--- config.mk ---
export PLATFORM = sky130hd
export DESIGN_NAME = axi_lite_io_bridge
export DESIGN_NICKNAME = d
export VERILOG_FILES = /design/src/rtl/axi_lite_pkg.sv /design/src/rtl/axi_lite_timeout_ctr.sv /design/src/rtl/axi_lite_io_bridge.sv
export SDC_FILE = /design/constraint.sdc
export NUM_CORES = 1
export LEC_CHECK = 0
export BUFFER_PORTS_ARGS = -buffer_cell sky130_fd_sc_hd__buf_2
export CELL_PAD_IN_SITES_DETAIL_PLACEMENT = 0
export CELL_PAD_IN_SITES_GLOBAL_PLACEMENT = 1
export CORE_UTILIZATION = 36
export CTS_CLUSTER_SIZE = 8
export DETAILED_ROUTE_END_ITERATION = 12
export HOLD_SLACK_MARGIN = 0.08
export PLACE_DENSITY_LB_ADDON = 0.1
export SLEW_MARGIN = 0
export SYNTH_ARGS = -nofsm -noshare
export SYNTH_HDL_FRONTEND = slang
export SYNTH_SLANG_ARGS = --single-unit
--- constraint.sdc ---
create_clock -name clk -period 3.35 [get_ports clk]
set_input_delay 0.5025 -clock clk [delete_from_list [all_inputs] [get_ports clk]]
set_output_delay 0.5025 -clock clk [all_outputs]
set_load 0.01 [all_outputs]
--- src/rtl/axi_lite_pkg.sv ---
// Shared AXI4-Lite response codes, bridge state encoding and response helpers.
package axi_lite_pkg;

  localparam logic [1:0] RESP_OKAY   = 2'b00;
  localparam logic [1:0] RESP_EXOKAY = 2'b01;
  localparam logic [1:0] RESP_SLVERR = 2'b10;
  localparam logic [1:0] RESP_DECERR = 2'b11;

  typedef enum logic [2:0] {
    ST_IDLE  = 3'd0,
    ST_WADDR = 3'd1,
    ST_WRESP = 3'd2,
    ST_RADDR = 3'd3,
    ST_RDATA = 3'd4,
    ST_DRAIN = 3'd5
  } state_e;

  // Anything other than a plain OKAY is reported to the core as an error.
  function automatic logic is_err(input logic [1:0] resp);
    return resp != RESP_OKAY;
  endfunction

endpackage

--- src/rtl/axi_lite_timeout_ctr.sv ---
// Response-wait counter: clear, enable, and a combinational expiry flag on the last allowed cycle.
module axi_lite_timeout_ctr #(
  parameter int unsigned TIMEOUT = 1024
) (
  input  logic clk,
  input  logic rst,
  input  logic clr_i,
  input  logic en_i,
  output logic expire_c
);

  localparam int unsigned CNT_W = (TIMEOUT < 2) ? 1 : $clog2(TIMEOUT);
  localparam int unsigned LAST  = (TIMEOUT == 0) ? 0 : TIMEOUT - 1;

  logic [CNT_W-1:0] cnt_q, cnt_d;

  always_comb begin
    cnt_d = cnt_q;
    if (clr_i)     cnt_d = '0;
    else if (en_i) cnt_d = cnt_q + CNT_W'(1);
  end

  always_ff @(posedge clk or negedge rst) begin
    if (!rst) cnt_q <= '0;
    else      cnt_q <= cnt_d;
  end

  // A zero TIMEOUT disables expiry entirely.
  assign expire_c = (TIMEOUT != 0) && en_i && (cnt_q == CNT_W'(LAST));

endmodule

--- src/rtl/axi_lite_io_bridge.sv ---
// Single-request MMIO to AXI4-Lite master bridge with base offset, error reporting and hang timeout.
module axi_lite_io_bridge
  import axi_lite_pkg::*;
#(
  parameter int unsigned        ADDR_W    = 32,
  parameter int unsigned        DATA_W    = 32,
  parameter logic [ADDR_W-1:0]  BASE_ADDR = '0,
  parameter int unsigned        TIMEOUT   = 1024,
  localparam int unsigned       STRB_W    = DATA_W / 8
) (
  input  logic              clk,
  input  logic              rst,
  input  logic              req_valid,
  output logic              req_ready,
  input  logic              req_we,
  input  logic [ADDR_W-1:0] req_addr,
  input  logic [DATA_W-1:0] req_wdata,
  input  logic [STRB_W-1:0] req_wstrb,
  output logic              resp_valid,
  output logic [DATA_W-1:0] resp_rdata,
  output logic              resp_err,
  output logic [ADDR_W-1:0] m_axi_awaddr,
  output logic              m_axi_awvalid,
  input  logic              m_axi_awready,
  output logic [DATA_W-1:0] m_axi_wdata,
  output logic [STRB_W-1:0] m_axi_wstrb,
  output logic              m_axi_wvalid,
  input  logic              m_axi_wready,
  input  logic [1:0]        m_axi_bresp,
  input  logic              m_axi_bvalid,
  output logic              m_axi_bready,
  output logic [ADDR_W-1:0] m_axi_araddr,
  output logic              m_axi_arvalid,
  input  logic              m_axi_arready,
  input  logic [DATA_W-1:0] m_axi_rdata,
  input  logic [1:0]        m_axi_rresp,
  input  logic              m_axi_rvalid,
  output logic              m_axi_rready
);

  state_e            state_q, state_d;
  logic              we_q, we_d;
  logic [ADDR_W-1:0] addr_q, addr_d;
  logic [DATA_W-1:0] wdata_q, wdata_d;
  logic [STRB_W-1:0] wstrb_q, wstrb_d;
  logic              awvalid_q, awvalid_d, wvalid_q, wvalid_d, arvalid_q, arvalid_d;
  logic              bready_q, bready_d, rready_q, rready_d;
  logic              resp_valid_q, resp_valid_d, resp_err_q, resp_err_d;
  logic [DATA_W-1:0] resp_rdata_q, resp_rdata_d;
  logic              req_ready_q, req_ready_d;
  logic              wait_c, expire_c;

  assign wait_c = (state_q == ST_WRESP) || (state_q == ST_RDATA);

  axi_lite_timeout_ctr #(.TIMEOUT(TIMEOUT)) u_timeout (
    .clk      (clk),
    .rst      (rst),
    .clr_i    (!wait_c),
    .en_i     (wait_c),
    .expire_c (expire_c)
  );

  // Next-state and next-output logic.
  always_comb begin
    state_d      = state_q;
    we_d         = we_q;
    addr_d       = addr_q;
    wdata_d      = wdata_q;
    wstrb_d      = wstrb_q;
    awvalid_d    = awvalid_q;
    wvalid_d     = wvalid_q;
    arvalid_d    = arvalid_q;
    bready_d     = bready_q;
    rready_d     = rready_q;
    resp_valid_d = 1'b0;
    resp_err_d   = resp_err_q;
    resp_rdata_d = resp_rdata_q;
    case (state_q)
      ST_IDLE: begin
        if (req_valid) begin
          we_d    = req_we;
          addr_d  = req_addr + BASE_ADDR;
          wdata_d = req_wdata;
          wstrb_d = req_wstrb;
          if (req_we) begin
            awvalid_d = 1'b1;
            wvalid_d  = 1'b1;
            state_d   = ST_WADDR;
          end else begin
            arvalid_d = 1'b1;
            state_d   = ST_RADDR;
          end
        end
      end
      ST_WADDR: begin
        if (m_axi_awready) awvalid_d = 1'b0;
        if (m_axi_wready)  wvalid_d  = 1'b0;
        // Both channels already dropped their valids: move on a cycle later.
        if (!awvalid_q && !wvalid_q) begin
          bready_d = 1'b1;
          state_d  = ST_WRESP;
        end
      end
      ST_WRESP: begin
        if (m_axi_bvalid) begin
          resp_valid_d = 1'b1;
          resp_err_d   = is_err(m_axi_bresp);
          bready_d     = 1'b0;
          state_d      = ST_IDLE;
        end else if (expire_c) begin
          resp_valid_d = 1'b1;
          resp_err_d   = 1'b1;
          resp_rdata_d = '0;
          state_d      = ST_DRAIN;
        end
      end
      ST_RADDR: begin
        if (m_axi_arready) begin
          arvalid_d = 1'b0;
          rready_d  = 1'b1;
          state_d   = ST_RDATA;
        end
      end
      ST_RDATA: begin
        if (m_axi_rvalid) begin
          resp_valid_d = 1'b1;
          resp_err_d   = is_err(m_axi_rresp);
          resp_rdata_d = m_axi_rdata;
          rready_d     = 1'b0;
          state_d      = ST_IDLE;
        end else if (expire_c) begin
          resp_valid_d = 1'b1;
          resp_err_d   = 1'b1;
          resp_rdata_d = '0;
          state_d      = ST_DRAIN;
        end
      end
      ST_DRAIN: begin
        // The late response is swallowed without a completion pulse.
        if (we_q ? m_axi_bvalid : m_axi_rvalid) begin
          bready_d = 1'b0;
          rready_d = 1'b0;
          state_d  = ST_IDLE;
        end
      end
      default: state_d = ST_IDLE;
    endcase
    req_ready_d = (state_d == ST_IDLE);
  end

  always_ff @(posedge clk or negedge rst) begin
    if (!rst) begin
      state_q      <= ST_IDLE;
      we_q         <= 1'b0;
      addr_q       <= '0;
      wdata_q      <= '0;
      wstrb_q      <= '0;
      awvalid_q    <= 1'b0;
      wvalid_q     <= 1'b0;
      arvalid_q    <= 1'b0;
      bready_q     <= 1'b0;
      rready_q     <= 1'b0;
      resp_valid_q <= 1'b0;
      resp_err_q   <= 1'b0;
      resp_rdata_q <= '0;
      req_ready_q  <= 1'b1;
    end else begin
      state_q      <= state_d;
      we_q         <= we_d;
      addr_q       <= addr_d;
      wdata_q      <= wdata_d;
      wstrb_q      <= wstrb_d;
      awvalid_q    <= awvalid_d;
      wvalid_q     <= wvalid_d;
      arvalid_q    <= arvalid_d;
      bready_q     <= bready_d;
      rready_q     <= rready_d;
      resp_valid_q <= resp_valid_d;
      resp_err_q   <= resp_err_d;
      resp_rdata_q <= resp_rdata_d;
      req_ready_q  <= req_ready_d;
    end
  end

  assign req_ready     = req_ready_q;
  assign resp_valid    = resp_valid_q;
  assign resp_err      = resp_err_q;
  assign resp_rdata    = resp_rdata_q;
  assign m_axi_awaddr  = addr_q;
  assign m_axi_araddr  = addr_q;
  assign m_axi_awvalid = awvalid_q;
  assign m_axi_wdata   = wdata_q;
  assign m_axi_wstrb   = wstrb_q;
  assign m_axi_wvalid  = wvalid_q;
  assign m_axi_arvalid = arvalid_q;
  assign m_axi_bready  = bready_q;
  assign m_axi_rready  = rready_q;

endmodule

Word-level counts from Yosys, hierarchy flattened
Index checks and enable logic that the tools add are counted.
{ "totals": {"rom_bits": 0, "ff_bits": 122, "ramBits": 0, "wordCells": 94, "out_inout_bits": 140, "latchBits": 0, "in_bits": 113, "n_memories": 0} }
{ "op_classes": {"div": 0, "n_shift": 0, "n_lt_le_gt_ge": 0, "multipliers": 0, "muxes": 40, "n_addsub": 1, "reduce_logical": 21, "n_eq_ne": 17, "bitwise": 0} }
{ "op_table": {"columns": ["op", "n"], "rows": [
  ["$mux 32", 3],
  ["$pmux 32 s2", 1],
  ["$ne 2x2->1 const B", 11],
  ["$mux 3", 7],
  ["$reduce_and 4->1", 5],
  ["$mux 1", 19],
  ["$pmux 3 s6", 1],
  ["$add 10x1->10 const B", 1],
  ["$eq 10x10->1 const B", 1],
  ["$mux 10", 1],
  ["$pmux 1 s2", 5],
  ["$reduce_bool 2->1", 5],
  ["$eq 3x2->1 const B", 2],
  ["$eq 3x3->1 const B", 2],
  ["$logic_not 3->1", 2],
  ["$pmux 1 s3", 2],
  ["$reduce_bool 3->1", 2],
  ["$reduce_and 2->1", 2],
  ["$eq 3x1->1 const B", 1],
  ["$logic_and 1x1->1", 2],
  ["$logic_not 1->1", 2],
  ["$mux 2", 1],
  ["$logic_or 1x1->1", 1]
]} }

Logic depth before layout (Yosys ltp)
{ "depth": {"ltp_word": 7, "depth_mapped": 7, "ltp_nobuf": 5} }

Hierarchy
A second synthesis with hierarchy kept.
{ "hier_totals": {"cells_unflattened": 376, "area_unflattened_um2": 5461.5} }
{ "by_module_without_submodules": {"columns": ["module", "area_each_um2", "seq_area_each_um2", "n_inst", "cells_per_inst"], "rows": [
  ["axi_lite_io_bridge", 4946.0, 2803.9, 1, 327],
  ["axi_lite_timeout_ctr", 515.5, 250.2, 1, 49]
]} }

Worst setup path before layout
OpenSTA, ideal clock, no wires.
{ "synth_path": {"path_kind": "register -> register", "startpoint": "reg u_timeout.cnt_q[0]", "endpoint": "reg resp_rdata_q[10] (netlist: resp_rdata[10])", "path_buffers": 2, "arrival_time_ns": 1.627, "setup_slack_ns": 1.602, "setup_ns": 0.121, "required_time_ns": 3.229, "stages_incl_launch_ff": 8, "period_less_slack_ns": 1.748, "path_cell_list": "dfrtp_1 -> ha_1 -> nand3_1 -> or4_1 -> buf_4 -> buf_6 -> nand3_1 -> nand2_1"} }
{ "synth_between": {"elab_chain_cells": 5, "word_cells_on_any_way": 6, "classes_between": "eq/ne (1); mux (4); reduce/logical (1)"} }
{ "synth_lines": {"columns": ["item", "line_no", "rtl"], "rows": [
  ["start, declared", "axi_lite_timeout_ctr.sv:15", "logic [CNT_W-1:0] cnt_q, cnt_d;"],
  ["start signal, assigned", "axi_lite_timeout_ctr.sv:25", "else cnt_q <= cnt_d;"],
  ["$eq 10x10->1 *", "axi_lite_timeout_ctr.sv:29", "assign expire_c = (TIMEOUT != 0) && en_i && (cnt_q == CNT_W'(LAST));"],
  ["$logic_and 1x1->1 *", "axi_lite_timeout_ctr.sv:29", null],
  ["$mux 32 *", null, null],
  ["$mux 32 (on tied branches)", null, null],
  ["$pmux 32 s2 *", null, null],
  ["end signal, assigned", "axi_lite_io_bridge.sv:180", "resp_rdata_q <= resp_rdata_d;"],
  ["end, declared", "axi_lite_io_bridge.sv:49", "logic [DATA_W-1:0] resp_rdata_q, resp_rdata_d;"]
]} }
Mark *: on every way between the ends. The rest lies on a longest branch, timed or not. The select of a mux whose other input is x is not followed.
A chain may end at the register's enable or synchronous reset.

Final worst setup path
{ "layout_path": {"startpoint": "reg u_timeout.cnt_q[0]", "endpoint": "reg resp_err_q (netlist: resp_err)"} }
{ "layout_between": {"elab_chain_cells": 5, "word_cells_on_any_way": 6, "classes_between": "eq/ne (1); mux (4); reduce/logical (1)"} }
{ "layout_lines": {"columns": ["item", "line_no", "rtl"], "rows": [
  ["$eq 10x10->1 *", "axi_lite_timeout_ctr.sv:29", null],
  ["$logic_and 1x1->1 *", "axi_lite_timeout_ctr.sv:29", null],
  ["$mux 1 *", null, null],
  ["$mux 1 (on tied branches)", null, null],
  ["$pmux 1 s2 *", null, null],
  ["end signal, assigned", "axi_lite_io_bridge.sv:179", "resp_err_q <= resp_err_d;"],
  ["end, declared", "axi_lite_io_bridge.sv:48", "logic resp_valid_q, resp_valid_d, resp_err_q, resp_err_d;"]
]} }
Mark *: on every way between the ends. The rest lies on a longest branch, timed or not.

==> out/results.ini <==
[synthesis]
postSynth.asyncResetShare_pct=100
netlist-cell-type-count=38
synth-edff-count=0
synthFlopType=sky130_fd_sc_hd__dfrtp_1
yosys.cell_count.top_type=sky130_fd_sc_hd__nand2_1
postSynthCellCount=587
synth_fp_nets=701
ys_warn_count=0
synth_top_cell_area_share_pct=56.7
netlist_area_um2=5340
ys_seq_area_share_pct=57.2
postSynthRegisterBits=122
synth.top_cells.by_count=sky130_fd_sc_hd__nand2_1 (246), sky130_fd_sc_hd__dfrtp_1 (121), sky130_fd_sc_hd__nand3_1 (40)
avgSynthCellArea_um2=9.10
netlist_top_cells_area=sky130_fd_sc_hd__dfrtp_1 (57%), sky130_fd_sc_hd__nand2_1 (17%), sky130_fd_sc_hd__buf_4 (4.8%)
synthDominantAreaCellType=sky130_fd_sc_hd__dfrtp_1

[clocking]
ctsHtreeMaxLevel=4
clockRootBuffer=sky130_fd_sc_hd__clkbuf_16
clock_latency_ns=0.42
clock_buffer_count_from_cts=17
clock_tree.buffer_depth=2
hold_buffers=0
post_cts_resize_count=0
clk_transition_reported_paths_ns=0.06
cts_tree=yes
postCtsSetupBuffers=0
cts_sinks=122

[worst_setup_path]
cp-start-kind=flop
cp_data_required_time_ns=3.68
worstPathMaxFanout=19
setup.worst_path.end_class=flop
worstPathCellList=ha_1 > nand3_1 > or4_1 > buf_4 > o221ai_1
timing_worst_setup_path_type=flop to flop
critical_path.max_stage_delay_ns=0.92
timing.critical_path.slowest_stage_cell=sky130_fd_sc_hd__or4_1
cpLargestDelayFamily=simple AND/OR/NAND/NOR gates
worst-endpoint-arrival_ns=2.67
timing.critical_path.buf_inv=1

[floorplanning]
num_rows=44
dieHeight_um=124
fp.coreArea_um2=14500
top_level_ports=253
dieArea_um2=15300
initial_utilization_pct=36.9
die_w_um=124

[drt]
drtAntennaViolNets=0
detail_route.drc_violations=0
totalWireLength_um=14400
detailroute.via_count=4748
avgRoutedWirePerCell_um=14.4
first_pass_iteration_count_of_the_detailed_router=4
detailedRoute.firstIterationViolations=294
vias_per_cell=4.76

[sta]
skew_final_ns=0.00641
final_critical_path_setup_slack_ns=1.01
rsz0062_at_grt=false
hold_viol_final=0
timing.final.setup_violations=0
fmaxAchievable_mhz=427
worst_slew_margin_rel_pct=42.2
hold_slack_ns=0.112
slew_at_the_pin_closest_to_its_max_slew_limit_ns=0.845
final_min_period_over_clock_period_pct=69.8
final.min_clock_period_ns=2.34
fin_setup_tns_ns=0
finalMaxSlewViolations=0

[min_path]
hold_path_class=input pin to async pin

[finish]
syn2layout_area_growth_pct=33.8
antennaDiodeCount=0
layout_cell_share_with_drive_strength_beyond_1_pct=36.6
design.final.nets=915

[power]
pwr_density_cell_nw_per_um2=908
cellLeakagePower_nw=3.92
power.ir.vdd_worst_uv=441

[grt]
grt.total_usage_pct=19.1
grt_pass1_vias=4507
grt_antenna_before_repair=0
gr-total-overflow=0
wire_length_of_the_first_global_routing_pass_um=22000
grt_max_degree=71

[place]
gp_routability_congestion=0.781
count_of_port_buffers_added_during_placement=252
place.detailed.hpwl_um=9890
pre_cts_ws_ns=1.01

[status]
outcome=complete, no violations

[job]
cap_viol_max_count=0

==> placed cells by master, fill, tap and decap left out, drive strengths merged, types with 4 or more instances in the layout <==
master	count
inv	5
a22oi	33
clkbuf	26
dfrtp	121
xnor2	5
and3b	4
o21ai	7
nor2	14
a21oi	8
nand2	246
nand3	40
nor3b	4
and3	4
buf	261
==> path summary, 6_finish.rpt <==
kind                                          to  slack (ns)  cells past startpoint          startpoint
worst min-delay path            m_axi_araddr[15]        0.11                      1                 rst
worst min register to register    m_axi_wdata[6]        0.47                      2      m_axi_wdata[6]
worst max register to register          resp_err        1.01                      5  u_timeout.cnt_q[0]
max in group asynchronous        m_axi_araddr[5]        2.40                      2                 rst
min in group clk                   m_axi_awvalid        0.25                      2       m_axi_awready
worst max-delay path                    resp_err        1.01                      5  u_timeout.cnt_q[0]
==> worst reg2reg max path, stage by stage, from the launching register on <==
cell and delay [ns]:
sky130_fd_sc_hd__dfrtp_1 0.38, sky130_fd_sc_hd__ha_1 0.20, sky130_fd_sc_hd__nand3_1 0.20, sky130_fd_sc_hd__or4_1 0.92, sky130_fd_sc_hd__buf_4 0.35, sky130_fd_sc_hd__o221ai_1 0.19
==> registers in the layout (all words and copies together), names as in the netlist, 3 cells and up <==
name,flops
state_q,3
m_axi_wstrb,4
u_timeout.cnt_q,10
m_axi_wdata,32
resp_rdata,32
m_axi_araddr,32
==> per-stage QoR <==
step           total power [mW]  instance area [um^2]  util [%]  instances
2_1_floorplan              3.82                  5340         -        587
3_3_place_gp               4.57                  6520      45.0        966
3_5_place_dp               4.61                  6520      45.0        966
4_1_cts                    6.58                  7150      49.4        998
5_1_grt                    6.96                  7150      49.4        998
6_report                   6.49                  7150      49.4        998
==> power breakdown <==
group	switching (mW)	internal, mW
clock	0.648	1.29
sequential	0.365	1.99
combinational	1.32	0.885
==> cells by family (layout without fill, tap and decap cells) <==
group / count (synthesis) / count (layout) / synth area share, %
and+or+nand+nor: 327 / 327 / 25.6
DFF: 122 / 122 / 57.2
buffers and inverters: 71 / 298 / 7.94
AOI/OAI and AO/OA: 56 / 56 / 7.33
xor gates and xnor gates: 8 / 8 / 1.31
muxes: 2 / 2 / 0.375
adders and majority gates: 1 / 1 / 0.234
==> metal layers <==
layer	GRT usage, %	routed length (um)	up-vias
met5	0	0	-
met4	7.38	227	0
met3	8.29	1320	18
met2	29.7	6650	172
met1	23.1	6180	2248
li1	-	-	2310
==> final cells by class <==
| class | count | area [um^2] |
|---|---|---|
| Timing Repair Buffer | 261 | 1340 |
| Clock buffer | 26 | 519 |
| Tap cell | 184 | 230 |
| Clock inverter | 6 | 108 |
| Fill cell | 1435 | 7330 |
| Multi-Input combinational cell | 394 | 1870 |
| Sequential cell | 122 | 3050 |
| Inverter | 5 | 18.8 |
Power figures use the tool's default switching activity.
